==> config.mk <==
export PLATFORM = sky130hd
export DESIGN_NAME = w_writeback_grf
export DESIGN_NICKNAME = d
export VERILOG_FILES = /design/src/rtl/cpu_defs_pkg.sv /design/src/rtl/w_writeback_grf_wb_decode.sv /design/src/rtl/w_writeback_grf.sv
export SDC_FILE = /design/constraint.sdc
export NUM_CORES = 2
export LEC_CHECK = 0
export CAP_MARGIN = 10
export CORE_MARGIN = 5
export CORE_UTILIZATION = 60
export CTS_CLUSTER_SIZE = 24
export DETAILED_ROUTE_END_ITERATION = 7
export PLACE_DENSITY = 0.79
export REMOVE_ABC_BUFFERS = 1
export SKIP_CTS_REPAIR_TIMING = 1
export SYNTH_ARGS = -nofsm -noshare
export SYNTH_HDL_FRONTEND = slang
export SYNTH_SLANG_ARGS = --single-unit
==> constraint.sdc <==
create_clock -name clk -period 6.05 [get_ports clk]
set_clock_uncertainty 0.15 [all_clocks]
set_input_delay 1.21 -clock clk [delete_from_list [all_inputs] [get_ports clk]]
set_output_delay 1.21 -clock clk [all_outputs]
set_load 0.01 [all_outputs]
==> src/rtl/cpu_defs_pkg.sv <==
// Shared MIPS pipeline definitions: opcodes, functs, write-back selects.
// Used by the write-back stage, its decoder and the GRF.
package cpu_defs_pkg;

  localparam logic [5:0] OP_RTYPE = 6'h00;
  localparam logic [5:0] OP_J     = 6'h02;
  localparam logic [5:0] OP_JAL   = 6'h03;
  localparam logic [5:0] OP_BEQ   = 6'h04;
  localparam logic [5:0] OP_BNE   = 6'h05;
  localparam logic [5:0] OP_ADDI  = 6'h08;
  localparam logic [5:0] OP_ANDI  = 6'h0c;
  localparam logic [5:0] OP_ORI   = 6'h0d;
  localparam logic [5:0] OP_LUI   = 6'h0f;
  localparam logic [5:0] OP_LB    = 6'h20;
  localparam logic [5:0] OP_LH    = 6'h21;
  localparam logic [5:0] OP_LW    = 6'h23;
  localparam logic [5:0] OP_SB    = 6'h28;
  localparam logic [5:0] OP_SH    = 6'h29;
  localparam logic [5:0] OP_SW    = 6'h2b;

  localparam logic [5:0] FN_JR    = 6'h08;
  localparam logic [5:0] FN_JALR  = 6'h09;
  localparam logic [5:0] FN_ADD   = 6'h20;
  localparam logic [5:0] FN_SUB   = 6'h22;
  localparam logic [5:0] FN_AND   = 6'h24;
  localparam logic [5:0] FN_OR    = 6'h25;
  localparam logic [5:0] FN_SLT   = 6'h2a;
  localparam logic [5:0] FN_SLTU  = 6'h2b;

  localparam logic [4:0] REG_ZERO = 5'd0;
  localparam logic [4:0] REG_RA   = 5'd31;

  typedef enum logic [1:0] {
    WD_ALU = 2'd0,
    WD_MEM = 2'd1,
    WD_PC8 = 2'd2
  } wd_sel_e;

  typedef struct packed {
    logic       we;
    logic [4:0] wa;
    wd_sel_e    wd_sel;
  } wb_ctrl_t;

  function automatic logic is_alu_fn(
    input logic [5:0] fn
  );
    return (fn == FN_ADD) || (fn == FN_SUB) ||
           (fn == FN_AND) || (fn == FN_OR)  ||
           (fn == FN_SLT) || (fn == FN_SLTU);
  endfunction

  function automatic logic is_imm_alu(
    input logic [5:0] op
  );
    return (op == OP_ORI)  || (op == OP_ADDI) ||
           (op == OP_ANDI) || (op == OP_LUI);
  endfunction

  function automatic logic is_load(
    input logic [5:0] op
  );
    return (op == OP_LW) || (op == OP_LH) ||
           (op == OP_LB);
  endfunction

endpackage

==> src/rtl/w_writeback_grf_wb_decode.sv <==
// W-stage decoder: instruction -> {we, wa, wd_sel}.
// The $0 drop is applied by the caller, not here.
module wb_decode
  import cpu_defs_pkg::*;
(
  input  logic [31:0] instr,
  output wb_ctrl_t    ctrl
);

  logic [5:0] op;
  logic [5:0] fn;
  logic [4:0] rt;
  logic [4:0] rd;
  logic       is_r;
  logic       unused_fields;

  assign op   = instr[31:26];
  assign fn   = instr[5:0];
  assign rt   = instr[20:16];
  assign rd   = instr[15:11];
  assign is_r = (op == OP_RTYPE);

  assign unused_fields = ^{instr[25:21], instr[10:6]};

  always_comb begin
    ctrl.we     = 1'b0;
    ctrl.wa     = REG_ZERO;
    ctrl.wd_sel = WD_ALU;
    unique case (1'b1)
      is_r && is_alu_fn(fn): begin
        ctrl.we     = 1'b1;
        ctrl.wa     = rd;
        ctrl.wd_sel = WD_ALU;
      end
      is_r && (fn == FN_JALR): begin
        ctrl.we     = 1'b1;
        ctrl.wa     = rd;
        ctrl.wd_sel = WD_PC8;
      end
      is_imm_alu(op): begin
        ctrl.we     = 1'b1;
        ctrl.wa     = rt;
        ctrl.wd_sel = WD_ALU;
      end
      is_load(op): begin
        ctrl.we     = 1'b1;
        ctrl.wa     = rt;
        ctrl.wd_sel = WD_MEM;
      end
      op == OP_JAL: begin
        ctrl.we     = 1'b1;
        ctrl.wa     = REG_RA;
        ctrl.wd_sel = WD_PC8;
      end
      default: begin
        ctrl.we     = 1'b0;
      end
    endcase
  end

endmodule

==> src/rtl/w_writeback_grf.sv <==
// W stage + 32x32 GRF with W->D bypass and retire counter.
// Define WB_TRACE_EN for a simulation-only commit trace.
module w_writeback_grf
  import cpu_defs_pkg::*;
(
  input  logic        clk,
  input  logic        rst,
  input  logic [31:0] W_instruction,
  input  logic [31:0] W_pc,
  input  logic [31:0] W_ans,
  input  logic [31:0] W_Rdata,
  input  logic [4:0]  D_rs_addr,
  input  logic [4:0]  D_rt_addr,
  output logic [31:0] D_rs_data,
  output logic [31:0] D_rt_data,
  output logic        W_we,
  output logic [4:0]  W_wa,
  output logic [31:0] W_wd,
  output logic [31:0] W_retired
);

  wb_ctrl_t    dec;
  logic [31:0] pc8;
  logic [31:0] wd_raw;
  logic [31:0] grf_q [32];
  logic [31:0] grf_d [32];
  logic [31:0] retired_q;
  logic [31:0] retired_d;

  wb_decode u_dec (
    .instr (W_instruction),
    .ctrl  (dec)
  );

  assign pc8 = W_pc + 32'd8;

  always_comb begin
    wd_raw = W_ans;
    unique case (dec.wd_sel)
      WD_ALU:  wd_raw = W_ans;
      WD_MEM:  wd_raw = W_Rdata;
      WD_PC8:  wd_raw = pc8;
      default: wd_raw = W_ans;
    endcase
  end

  assign W_we = dec.we && (dec.wa != REG_ZERO);
  assign W_wa = W_we ? dec.wa : REG_ZERO;
  assign W_wd = W_we ? wd_raw : 32'd0;

  // Bypass keeps D reads coherent with the write landing this edge.
  always_comb begin
    D_rs_data = grf_q[D_rs_addr];
    if (D_rs_addr == REG_ZERO) begin
      D_rs_data = 32'd0;
    end else if (W_we && (D_rs_addr == W_wa)) begin
      D_rs_data = W_wd;
    end
  end

  always_comb begin
    D_rt_data = grf_q[D_rt_addr];
    if (D_rt_addr == REG_ZERO) begin
      D_rt_data = 32'd0;
    end else if (W_we && (D_rt_addr == W_wa)) begin
      D_rt_data = W_wd;
    end
  end

  always_comb begin
    grf_d = grf_q;
    if (W_we) begin
      grf_d[W_wa] = W_wd;
    end
  end

  always_comb begin
    retired_d = retired_q;
    if (W_instruction != 32'd0) begin
      retired_d = retired_q + 32'd1;
    end
  end

  assign W_retired = retired_q;

  always_ff @(posedge clk or negedge rst) begin
    if (!rst) begin
      for (int i = 0; i < 32; i++) begin
        grf_q[i] <= 32'd0;
      end
      retired_q <= 32'd0;
    end else begin
      grf_q     <= grf_d;
      retired_q <= retired_d;
    end
  end

`ifdef WB_TRACE_EN
  always @(posedge clk) begin
    if (rst && W_we) begin
      $display("@%h: $%d <= %h", W_pc, W_wa, W_wd);
    end
  end
`else
`endif

endmodule

==> results.ini <==
[cells_and_area]
fill_cells=5939
synthToLayoutAreaGrowth_pct=17.03
drive_above_1_share_pct=24.35
multiInputGateArea_sq_mm=0.02738
seqCellArea_sq_mm=0.02643
final_cell_mix=1056 x dfrtp_1, 1020 x nand2_1, 954 x o21ai_0, 640 x mux4_2, 208 x buf_4
finalNonFillerCells=6303
fin_area_sq_mm=0.06529
final_common_cell=dfrtp_1
fin_nets=5107

[power_and_ir_drop]
powerDensity_mw_per_mm2=262.8
vdd_drop_max_mv=0.2248
p_leak_nw=28.14

[die]
fp-row-count=111
dieArea_sq_mm=0.09918
die_y_um=314.9
core-area_sq_mm=0.09194
die_w_um=314.9
ios=274
initial_core_util_pct=60.68

[sta]
final_hold_viol_count=0
period_share_pct=100.1
rsz0062_at_grt=true
fmax_mhz=165.1
worst_slew_pin_slew_ns=1.192
report.final.slew_viol_count=0
setup_viol=1
setup_ws_ns=-0.006330
slew_headroom_pct=20.51
finalCriticalPeriod_ns=6.056

[logic_synthesis]
syn_inst=4815
yosysTopAreaCell=dfrtp_1
ys_warn_count=0
async_flop_share_pct=100.0
synth_top_flop_cell=dfrtp_1
syn_area_per_cell_sq_um=11.59
ys_top_cells_by_area=dfrtp_1 47%, mux4_2 26%, o21ai_0 8.6%
synth.distinct_cells=60
synth_seq_area_share_pct=47.36
synth_edf_count=0
syn_area_sq_mm=0.05579
synth_top_area_share_pct=47.36
synth-seq-cells=1056

[worst_setup_path]
regToRegSetupSlack_ns=3.54
crit_type=in -> out
cp_max_fo=16
endpoint_kind=output port
worst_setup_path_start_kind=input port
ff2ff_path_depth=9
worstReg2RegStart=W_retired[4]$_DFFE_PN0P_
crit_arrival_ns=4.70
required_ns=4.69
reg2reg_to=W_retired[27]$_DFFE_PN0P_

[route]
ant_nets=0
detailroute.via_count=45150
via_per_inst=7.163
routed_wl_um=195700
wire_per_inst_um=31.06
drt_iter0_drc=6808
dr.pass1.iters=8
drc=0

[clocking]
root_buffer=clkbuf_16
cts_sinks=1056
cts.path.max_buffers=3
clock_latency_ns=0.69
cts.reportedPaths.clkPinSlew_ns=0.06
h-tree-depth=3
cts_tree=yes
cts_buffers=106

[outcome]
violations=negative setup slack
status=finished with violations

[grt]
antenna_found_initial=6
grtUsageTotal_pct=39.50
grt_pass1_wl_um=290900
grt_max_degree=170
grt_overflow=0
grt_pass1_vias=46700

[place]
gp_congestion=0.9099
place_inst=6085
dpl_cell_area_sq_mm=0.06113
place.port_buffers=273
dp_hpwl_um=117500

[min_path]
hp-class=reg -> reg
min_from=grf_q[1021]$_DFFE_PN0P_
min_delay_path_depth=0
hold_path_end=grf_q[1021]$_DFFE_PN0P_

[flow_run]
max_cap_violations=0

critical path: stages:
cell,delay (ns)
clkdlybuf4s50_1,0.43
or2_4,0.28
a2111oi_4,0.44
buf_4,0.19
o21ai_0,0.13
o211a_1,0.23
xnor2_2,0.16
nor3_2,0.20
buf_4,0.17
buf_6,0.24
a31oi_1,0.14
a211oi_1,0.25
clkdlybuf4s50_1,0.60
flip-flops by register name, summed over array words and instances (netlist names):
signal and cells:
grf_q 1024, W_retired 32
report_power, final:
| part | internal [mW] | switching [mW] |
|---|---|---|
| clock | 4.07 | 2.94 |
| combinational | 1.11 | 1.30 |
| sequential | 7.44 | 0.301 |
cells in the mapped netlist (3+ instances only):
cell type / number
dfrtp_1: 1056
nand2_1: 1020
o21ai_0: 956
mux4_2: 640
clkbuf_1: 435
o21ai_1: 70
mux2_2: 66
a211oi_1: 64
buf_1: 55
inv_1: 51
a21oi_1: 44
xnor2_1: 37
nand4_1: 36
a31oi_1: 33
nand3_1: 32
or2_1: 26
nor2_1: 23
xor2_1: 23
buf_2: 20
and3_1: 16
a221o_1: 13
nand2b_1: 10
a222oi_1: 9
nor3_1: 8
nor4_1: 7
and4_1: 6
buf_4: 4
ha_1: 4
o211a_1: 4
a221oi_1: 3
and2_1: 3
buf_6: 3
inv_2: 3
nor2b_1: 3
worst max path at each step:
stage	from	end	slack (ns)
6_report	W_instruction[27]	D_rs_data[5]	-0.006
5_1_grt	W_pc[3]	W_wd[29]	-0.09
4_1_cts	W_instruction[26]	D_rt_data[19]	-0.24
3_5_place_dp	W_instruction[26]	D_rt_data[7]	-0.21
3_3_place_gp	W_instruction[26]	D_rt_data[7]	-0.15
2_1_floorplan	W_instruction[31]	D_rs_data[23]	-0.77
area by class of cell:
| cell class | count | share of cell area, % |
|---|---|---|
| Antenna cell | 8 | 0.03066 |
| Clock inverter | 43 | 0.8355 |
| Timing Repair Buffer | 559 | 9.179 |
| Clock buffer | 154 | 4.852 |
| Multi-Input combinational cell | 3185 | 41.93 |
| Tap cell | 1243 | 2.382 |
| Inverter | 55 | 0.3162 |
| Sequential cell | 1056 | 40.47 |
kinds of logic after synthesis:
logic type | synth area share [%]
simple gates | 8.766
xor+xnor | 0.9419
compound gates | 11.66
flops | 47.36
buf+inv | 3.978
fa+ha+maj | 0.08971
mux | 27.20
stage by stage:
stage | hold WS [ns] | utilization [%] | total power [mW] | worst slack (ns) | TNS (ns)
after floorplan | 0.2153 | - | 8.885 | -0.7688 | -41.65
after detailed placement | 0.2333 | 66.49 | 10.17 | -0.2053 | -4.478
final | 0.2436 | 71.02 | 17.16 | -0.006330 | -0.006330
after global routing | 0.2608 | 70.99 | 17.66 | -0.08875 | -0.2836
after CTS | 0.2468 | 70.53 | 17.10 | -0.2391 | -6.578
after global placement | 0.2264 | 66.49 | 10.07 | -0.1485 | -2.307
per-layer routing:
layer  share of wire (%)  track usage, %
met1                  33           50.21
met2                  43           57.44
met3                  17           15.70
met5               0.014               0
met4                 7.5           24.53
Power figures use the tool's default switching activity.
